--- config.mk ---
export PLATFORM = sky130hd
export DESIGN_NAME = vdp2_cram_lookup_flat
export DESIGN_NICKNAME = d
export VERILOG_FILES = /design/src/rtl/vdp2_cram_lookup_if.sv /design/src/rtl/vdp2_cram_lookup.sv /design/src/flat_wrapper.sv
export SDC_FILE = /design/constraint.sdc
export NUM_CORES = 1
export LEC_CHECK = 0
export ABC_CLOCK_PERIOD_IN_PS = 4800
export CORE_MARGIN = 1.5
export CORE_UTILIZATION = 47
export DETAILED_ROUTE_END_ITERATION = 10
export PLACE_DENSITY = 0.85
export SYNTH_ARGS = -nofsm -noshare
export SYNTH_HDL_FRONTEND = slang
export SYNTH_SLANG_ARGS = --single-unit
export TNS_END_PERCENT = 1
--- constraint.sdc ---
create_clock -name CLK -period 4.8 [get_ports CLK]
set_input_delay 0.96 -clock CLK [delete_from_list [all_inputs] [get_ports CLK]]
set_output_delay 0.96 -clock CLK [all_outputs]
set_load 0.05 [all_outputs]
--- src/rtl/vdp2_cram_lookup_if.sv ---
// vdp2_cram_lookup_if: dot handshake, CRAM port B and RGB output bundle for the CRAM lookup stage
interface vdp2_cram_lookup_if;
  logic              DOT_VALID;
  logic              DOT_READY;
  logic [10:0]       DOT_INDEX;
  logic              DOT_TRANSP;
  logic [1:0]        CRMD;
  logic [10:0]       CRAM_ADDR;
  logic [15:0]       CRAM_Q;
  logic signed [8:0] COF_R;
  logic signed [8:0] COF_G;
  logic signed [8:0] COF_B;
  logic              COF_ENA;
  logic              RGB_VALID;
  logic [7:0]        RGB_R;
  logic [7:0]        RGB_G;
  logic [7:0]        RGB_B;
  logic              RGB_MSB;
  logic              RGB_TRANSP;
  modport master (
    output DOT_VALID, DOT_INDEX, DOT_TRANSP, CRMD, CRAM_Q, COF_R, COF_G, COF_B, COF_ENA,
    input  DOT_READY, CRAM_ADDR, RGB_VALID, RGB_R, RGB_G, RGB_B, RGB_MSB, RGB_TRANSP
  );
  modport slave (
    input  DOT_VALID, DOT_INDEX, DOT_TRANSP, CRMD, CRAM_Q, COF_R, COF_G, COF_B, COF_ENA,
    output DOT_READY, CRAM_ADDR, RGB_VALID, RGB_R, RGB_G, RGB_B, RGB_MSB, RGB_TRANSP
  );
endinterface

--- src/rtl/vdp2_cram_lookup.sv ---
// vdp2_cram_lookup: palette index -> CRAM port B read -> 8-bit RGB with MSB/transparent flags
// Define VDP2_CRAM_COFS_EN to add the saturating per-channel colour offset in the output stage.
module vdp2_cram_lookup (
  input logic CLK,
  input logic RST,
  input logic CE,
  vdp2_cram_lookup_if.slave bus
);
  typedef enum logic {IDLE, HI2} state_t;
  state_t state, state_nx;
  logic acc, m2_acc;
  logic [10:0] addr_nx;
  logic p1_v, p1_m2, p1_tr, p2_v, p2_m2, p2_tr, p3_v;
  logic [7:0] lo_b;
  logic lo_msb;
  logic out_v, out_tr, out_msb;
  logic [7:0] raw_r, raw_g, raw_b, out_r, out_g, out_b;
  function automatic logic [7:0] ex5(input logic [4:0] c);
    return {c, c[4:2]};
  endfunction
  assign acc = CE & bus.DOT_VALID & bus.DOT_READY;
  assign m2_acc = acc & ~bus.DOT_TRANSP & (bus.CRMD == 2'd2);
  assign addr_nx = bus.CRMD == 2'd0 ? {1'b0, bus.DOT_INDEX[9:0]} :
                   bus.CRMD == 2'd2 ? {bus.DOT_INDEX[9:0], 1'b0} : bus.DOT_INDEX;
  always_ff @(posedge CLK or posedge RST)
    if (RST) state <= IDLE;
    else if (CE) state <= state_nx;
  always_comb state_nx = (state == IDLE && m2_acc) ? HI2 : IDLE;
  always_comb bus.DOT_READY = state == IDLE;
  // p2 is the stage whose CRAM word is on CRAM_Q; p3 holds a mode-2 dot waiting for its odd word
  always_comb begin
    out_v   = (p2_v & ~p2_m2) | p3_v;
    out_tr  = ~p3_v & p2_tr;
    out_msb = p3_v ? lo_msb : ~p2_tr & bus.CRAM_Q[15];
    raw_r   = p3_v ? bus.CRAM_Q[7:0]  : p2_tr ? 8'd0 : ex5(bus.CRAM_Q[4:0]);
    raw_g   = p3_v ? bus.CRAM_Q[15:8] : p2_tr ? 8'd0 : ex5(bus.CRAM_Q[9:5]);
    raw_b   = p3_v ? lo_b             : p2_tr ? 8'd0 : ex5(bus.CRAM_Q[14:10]);
  end
`ifdef VDP2_CRAM_COFS_EN
  function automatic logic [7:0] sat(input logic [7:0] c, input logic signed [8:0] o);
    logic signed [9:0] s;
    s = $signed({2'b00, c}) + $signed({o[8], o});
    return s[9] ? 8'd0 : s[8] ? 8'd255 : s[7:0];
  endfunction
  logic cof_on;
  assign cof_on = bus.COF_ENA & ~out_tr;
  assign out_r = cof_on ? sat(raw_r, bus.COF_R) : raw_r;
  assign out_g = cof_on ? sat(raw_g, bus.COF_G) : raw_g;
  assign out_b = cof_on ? sat(raw_b, bus.COF_B) : raw_b;
`else
  assign out_r = raw_r;
  assign out_g = raw_g;
  assign out_b = raw_b;
`endif
  always_ff @(posedge CLK or posedge RST)
    if (RST) begin
      bus.CRAM_ADDR  <= '0;
      {p1_v, p1_m2, p1_tr, p2_v, p2_m2, p2_tr, p3_v} <= '0;
      lo_b           <= '0;
      lo_msb         <= 1'b0;
      bus.RGB_VALID  <= 1'b0;
      bus.RGB_R      <= '0;
      bus.RGB_G      <= '0;
      bus.RGB_B      <= '0;
      bus.RGB_MSB    <= 1'b0;
      bus.RGB_TRANSP <= 1'b0;
    end else if (CE) begin
      {p1_v, p1_m2, p1_tr} <= {acc, m2_acc, bus.DOT_TRANSP};
      {p2_v, p2_m2, p2_tr} <= {p1_v, p1_m2, p1_tr};
      p3_v <= p2_v & p2_m2;
      if (state == HI2) bus.CRAM_ADDR <= bus.CRAM_ADDR + 11'd1;
      else if (acc & ~bus.DOT_TRANSP) bus.CRAM_ADDR <= addr_nx;
      if (p2_v & p2_m2) begin
        lo_b   <= bus.CRAM_Q[7:0];
        lo_msb <= bus.CRAM_Q[15];
      end
      bus.RGB_VALID <= out_v;
      if (out_v) begin
        bus.RGB_R      <= out_r;
        bus.RGB_G      <= out_g;
        bus.RGB_B      <= out_b;
        bus.RGB_MSB    <= out_msb;
        bus.RGB_TRANSP <= out_tr;
      end
    end
endmodule

--- src/flat_wrapper.sv ---
// flat-port wrapper written by rule: the top's interface ports become plain ports
module vdp2_cram_lookup_flat 
  (CLK, RST, CE, bus_DOT_VALID, bus_DOT_INDEX, bus_DOT_TRANSP, bus_CRMD, bus_CRAM_Q, bus_COF_R, bus_COF_G, bus_COF_B, bus_COF_ENA, bus_DOT_READY, bus_CRAM_ADDR, bus_RGB_VALID, bus_RGB_R, bus_RGB_G, bus_RGB_B, bus_RGB_MSB, bus_RGB_TRANSP);
  vdp2_cram_lookup_if bus_i ();
  input logic CLK;
  input logic RST;
  input logic CE;
  input wire logic [$bits(bus_i.DOT_VALID)-1:0] bus_DOT_VALID;
  input wire logic [$bits(bus_i.DOT_INDEX)-1:0] bus_DOT_INDEX;
  input wire logic [$bits(bus_i.DOT_TRANSP)-1:0] bus_DOT_TRANSP;
  input wire logic [$bits(bus_i.CRMD)-1:0] bus_CRMD;
  input wire logic [$bits(bus_i.CRAM_Q)-1:0] bus_CRAM_Q;
  input wire logic [$bits(bus_i.COF_R)-1:0] bus_COF_R;
  input wire logic [$bits(bus_i.COF_G)-1:0] bus_COF_G;
  input wire logic [$bits(bus_i.COF_B)-1:0] bus_COF_B;
  input wire logic [$bits(bus_i.COF_ENA)-1:0] bus_COF_ENA;
  output wire logic [$bits(bus_i.DOT_READY)-1:0] bus_DOT_READY;
  output wire logic [$bits(bus_i.CRAM_ADDR)-1:0] bus_CRAM_ADDR;
  output wire logic [$bits(bus_i.RGB_VALID)-1:0] bus_RGB_VALID;
  output wire logic [$bits(bus_i.RGB_R)-1:0] bus_RGB_R;
  output wire logic [$bits(bus_i.RGB_G)-1:0] bus_RGB_G;
  output wire logic [$bits(bus_i.RGB_B)-1:0] bus_RGB_B;
  output wire logic [$bits(bus_i.RGB_MSB)-1:0] bus_RGB_MSB;
  output wire logic [$bits(bus_i.RGB_TRANSP)-1:0] bus_RGB_TRANSP;
  assign bus_i.DOT_VALID = bus_DOT_VALID;
  assign bus_i.DOT_INDEX = bus_DOT_INDEX;
  assign bus_i.DOT_TRANSP = bus_DOT_TRANSP;
  assign bus_i.CRMD = bus_CRMD;
  assign bus_i.CRAM_Q = bus_CRAM_Q;
  assign bus_i.COF_R = bus_COF_R;
  assign bus_i.COF_G = bus_COF_G;
  assign bus_i.COF_B = bus_COF_B;
  assign bus_i.COF_ENA = bus_COF_ENA;
  assign bus_DOT_READY = bus_i.DOT_READY;
  assign bus_CRAM_ADDR = bus_i.CRAM_ADDR;
  assign bus_RGB_VALID = bus_i.RGB_VALID;
  assign bus_RGB_R = bus_i.RGB_R;
  assign bus_RGB_G = bus_i.RGB_G;
  assign bus_RGB_B = bus_i.RGB_B;
  assign bus_RGB_MSB = bus_i.RGB_MSB;
  assign bus_RGB_TRANSP = bus_i.RGB_TRANSP;
  vdp2_cram_lookup u_core (.CLK(CLK), .RST(RST), .CE(CE), .bus(bus_i));
endmodule
Word-level counts from Yosys, hierarchy flattened
Cells that the tools add are included.

Flip-flop bits (word level): 55. Word-level logic and storage cells: 51.

$add $sub $neg: 1. Eq/ne operators: 1. Multiplexer cells: 12. Bitwise logic cells: 14. Reductions and logical operators: 6.

Operators by type and width (count): two-way mux 8 bit (6); two-way mux 11 bit (4); adder 11 x 1 -> 11 bit (second input constant) (1); bitwise AND 1 bit (8); AND reduction 2 bit (3); inverter 1 bit (5); == test 2 bit (second input constant) (1); logical NOT 2 bit (1); two-way mux 1 bit (2); nonzero test 2 bit (1); logical AND 1 bit (1); OR 1 bit (1).

Depth between registers and ports, before layout
Depth in word-level cells: 6. Mapped depth: 5.

Worst setup path before layout
OpenSTA, ideal clock, no wires.

Path kind: input to register. Start point: input port bus_CRMD[1]. End point: register u_core.bus.CRAM_ADDR[1]. Library setup time: 125 ps. Arrival: 1767 ps. Setup slack: 2908 ps. Cell stages on the path: 5. Buffers on the path: 1. Path through: nor2b_4 > buf_6 > mux2i_1 > o21ai_0 > mux2_2.

Longest elaborated chain between the ends: 5. Elaborated cells between the ends (all ways): 6. Those cells by class: eq/ne (1); mux (4); reduce/logical (1).

Ends and longest elaborated chain: from (decl) (line flat_wrapper.sv:11) `input wire logic [$bits(bus_i.CRMD)-1:0] bus_CRMD;`; == test 2 bit (line vdp2_cram_lookup.sv:24) `bus.CRMD == 2'd2 ? {bus.DOT_INDEX[9:0], 1'b0} : bus.DOT_INDEX;`; two-way mux 11 bit (line vdp2_cram_lookup.sv:24); two-way mux 11 bit (*) (line vdp2_cram_lookup.sv:23) `assign addr_nx = bus.CRMD == 2'd0 ? {1'b0, bus.DOT_INDEX[9:0]} :`; two-way mux 11 bit (*) (line vdp2_cram_lookup.sv:72) `else if (acc & ~bus.DOT_TRANSP) bus.CRAM_ADDR <= addr_nx;`; two-way mux 11 bit (*) (line vdp2_cram_lookup.sv:71) `if (state == HI2) bus.CRAM_ADDR <= bus.CRAM_ADDR + 11'd1;`; to (signal assigned) (line vdp2_cram_lookup.sv:71); to (signal assigned) (line vdp2_cram_lookup.sv:72); to (decl) (line vdp2_cram_lookup_if.sv:26) `output DOT_READY, CRAM_ADDR, RGB_VALID, RGB_R, RGB_G, RGB_B, RGB_MSB, RGB_TRANSP`.

Every way passes the cells marked *; elsewhere a longest branch is shown, timed or not. The select of a mux whose other input is x is not followed. A chain may end at the register's enable or synchronous reset.

Worst setup path in the final report
Start point: register u_core.state. End point: output port bus_DOT_READY.

Longest elaborated chain between the ends: 1.

Ends and longest elaborated chain: from (decl) (line vdp2_cram_lookup.sv:10) `state_t state, state_nx;`; from (signal assigned) (line vdp2_cram_lookup.sv:27) `else if (CE) state <= state_nx;`; inverter 1 bit (line vdp2_cram_lookup.sv:29) `always_comb bus.DOT_READY = state == IDLE;`; to (decl) (line flat_wrapper.sv:17) `output wire logic [$bits(bus_i.DOT_READY)-1:0] bus_DOT_READY;`.

Every way passes these cells.

==> impl_metrics.env <==
export IMPL_post_cts_buffers=0
export IMPL_worst_setup_path_type="reg -> out"
export IMPL_initial_core_util_pct=48.5
export IMPL_dpl_instance_area_sq_um=3390
export IMPL_gp_congestion=0.766
export IMPL_h_tree_depth=2
export IMPL_endpoint_kind="output pin"
export IMPL_vdd_drop_max_mv=0.198
export IMPL_synth_top_cell_area_share_pct=51.8
export IMPL_grt_pass1_vias=2064
export IMPL_skew_ns=0.0112
export IMPL_yosys_top_cells_count="dfrtp_1, nand2_1, o21ai_0"
export IMPL_drt_iter0_markers=177
export IMPL_cts_buffers=5
export IMPL_ios=101
export IMPL_async_flop_share_pct=100
export IMPL_syn_avg_cell_area_sq_um=10.6
export IMPL_critPathMaxFanout=21
export IMPL_setup_violations=0
export IMPL_fin_crit_sh_pct=68.3
export IMPL_die_area_sq_um=6110
export IMPL_slew_violations=0
export IMPL_cts_tree="built"
export IMPL_core_area_sq_um=5470
export IMPL_synth_edf_count=0
export IMPL_reg2reg_from="u_core.p3_v"
export IMPL_design_area_sq_um=3510
export IMPL_antenna_cells=0
export IMPL_cp_required_ns=3.84
export IMPL_ant_nets=0
export IMPL_min_path_type="reg -> reg"
export IMPL_synth_cell_types=46
export IMPL_io_buffer_count=72
export IMPL_synth_top_cell_by_area="dfrtp_1"
export IMPL_clock_sinks=55
export IMPL_crit_arrival_ns=2.32
export IMPL_synth_ff_type="dfrtp_1"
export IMPL_slew_headroom_pct=24.6
export IMPL_outcome="completed"
export IMPL_drive_gt1_share_pct=11.0
export IMPL_power_leakage_uw=0.00147
export IMPL_grt_max_degree=56
export IMPL_tns_ns=0
export IMPL_p_per_area_nw_per_um2=483
export IMPL_postCtsHoldBufs=0
export IMPL_grt_pass1_wl_um=10100
export IMPL_holdCritStartpoint="u_core.bus.RGB_B[3]"
export IMPL_cts_root_buf="clkbuf_8"
export IMPL_place_hpwl_um=4240
export IMPL_yosysMostFrequentCell="dfrtp_1"
export IMPL_cts_resized_gates=0
export IMPL_utilization_pct=64.1
export IMPL_grt_antenna_before_repair=0
export IMPL_reg2reg_slack_ns=2.85
export IMPL_die_x_um=78.2
export IMPL_cts_buffer_depth=2
export IMPL_grt_usage_pct=20.7
export IMPL_routed_wl_um=6050
export IMPL_path_clk_slew_ns=0.10
export IMPL_fin_crit_ns=3.28
export IMPL_drc=0
export IMPL_drt_pass1_iter_count=5
export IMPL_yosysWarnings=0
export IMPL_timing_hold_violations_final=0
export IMPL_die_y_um=78.2
export IMPL_rsz0062_at_grt="no"
export IMPL_maxCapViolCount=0
export IMPL_vias_per_cell=5.57
export IMPL_yosysSeqAreaShare_pct=51.8
export IMPL_ys_top_cells_by_area="dfrtp_1, a22oi_1, o21ai_0"
export IMPL_wl_per_cell_um=15.5
export IMPL_min_to="u_core.bus.RGB_B[3]"
export IMPL_ys_ff_latch=55
export IMPL_tightest_slew_ns=1.13
export IMPL_r2r_end="u_core.bus.RGB_G[6]"
export IMPL_syn_nets=314
export IMPL_netlist_area_sq_um=2660
export IMPL_critPathLaunchType="flip-flop"
export IMPL_rr_worst_depth=4
export IMPL_overflow=0
export IMPL_insertion_delay_ns=0.31
export IMPL_nNetsFinal=379
export IMPL_syn_inst=251
export IMPL_areaGrowthSynthToFinish_pct=32.0
export IMPL_fmax_mhz=305
export IMPL_dr_total_vias=2167
export IMPL_row_count=27
export IMPL_whs_path_depth=2
flip-flops by register name (all words and copies together) (netlist names), 8 cells and up:
register	count
u_core.bus.CRAM_ADDR	11
u_core.bus.RGB_B	8
u_core.bus.RGB_G	8
u_core.bus.RGB_R	8
u_core.lo_b	8
power breakdown:
group	internal [uW]	switching [uW]
combinational	257	461
sequential	574	87.0
clock	158	156
cell usage in the layout (no fill, tap or decap), drive strengths merged, types with 2 or more instances in the layout:
cell type and n:
a21oi 4, o211ai 2, a221oi 2, a211oi 2
nor2 7, nand4 3, nand3 4, and3 2
nor2b 5, a311oi 2, inv 8, buf 3
clkdlybuf4s50 72, clkinv 2, mux2i 10, mux2 14
a32o 2, a22oi 24, o21ai 35, nor4 2
o21a 2, nand2 34, clkbuf 5, dfrtp 55
critical path, stage by stage, from the launching register on:
cell and delay [ns]:
dfrtp_1 0.77, clkinv_1 0.44, clkdlybuf4s50_1 0.80
per-stage QoR:
step | power (uW) | std cells | setup slack (ns) | hold WS [ns]
2_1_floorplan | 1130 | 251 | 2.50 | 0.471
3_3_place_gp | 1370 | 381 | 1.77 | 0.459
3_5_place_dp | 1390 | 381 | 1.78 | 0.469
4_1_cts | 1700 | 389 | 1.52 | 0.492
5_1_grt | 1780 | 389 | 1.39 | 0.520
6_report | 1690 | 389 | 1.52 | 0.484
how the worst max path moves through the flow:
stage / from / end / slack (ns) / cells after the start
final: u_core.state / bus_DOT_READY / 1.52 / 2
after detailed placement: CE / u_core.bus.CRAM_ADDR[6] / 1.78 / 5
after global placement: CE / u_core.bus.CRAM_ADDR[6] / 1.77 / 5
after floorplan: RST / u_core.bus.CRAM_ADDR[0] / 2.50 / 1
after CTS: u_core.state / bus_DOT_READY / 1.52 / 2
after global routing: u_core.state / bus_DOT_READY / 1.39 / 2
routing by layer:
metal | GRT usage (%) | wire length (um) | up-vias
li1 | - | - | 1051
met1 | 30.5 | 2860 | 1046
met2 | 31.7 | 2830 | 64
met3 | 3.84 | 283 | 6
met4 | 5.54 | 71 | 0
met5 | 0 | 0 | -
cell families after synthesis:
kind of cell / count (synthesis) / share of synthesized area (%)
and+or+nand+nor: 61 / 11.5
buffers and inverters: 25 / 4.90
adders and majority gates: 1 / 0.471
muxes: 24 / 9.70
AOI/OAI and AO/OA: 85 / 21.6
DFF: 55 / 51.8
layout make-up:
| type | instances | area [sq um] |
|---|---|---|
| fill | 464 | 1970 |
| sequential | 55 | 1380 |
| multi-input combinational | 171 | 1150 |
| timing repair buffer | 75 | 743 |
| tap | 72 | 90.1 |
| clock buffer | 5 | 68.8 |
| clock inverter | 3 | 47.5 |
| inverter | 8 | 30.0 |
Power figures use the tool's default switching activity.
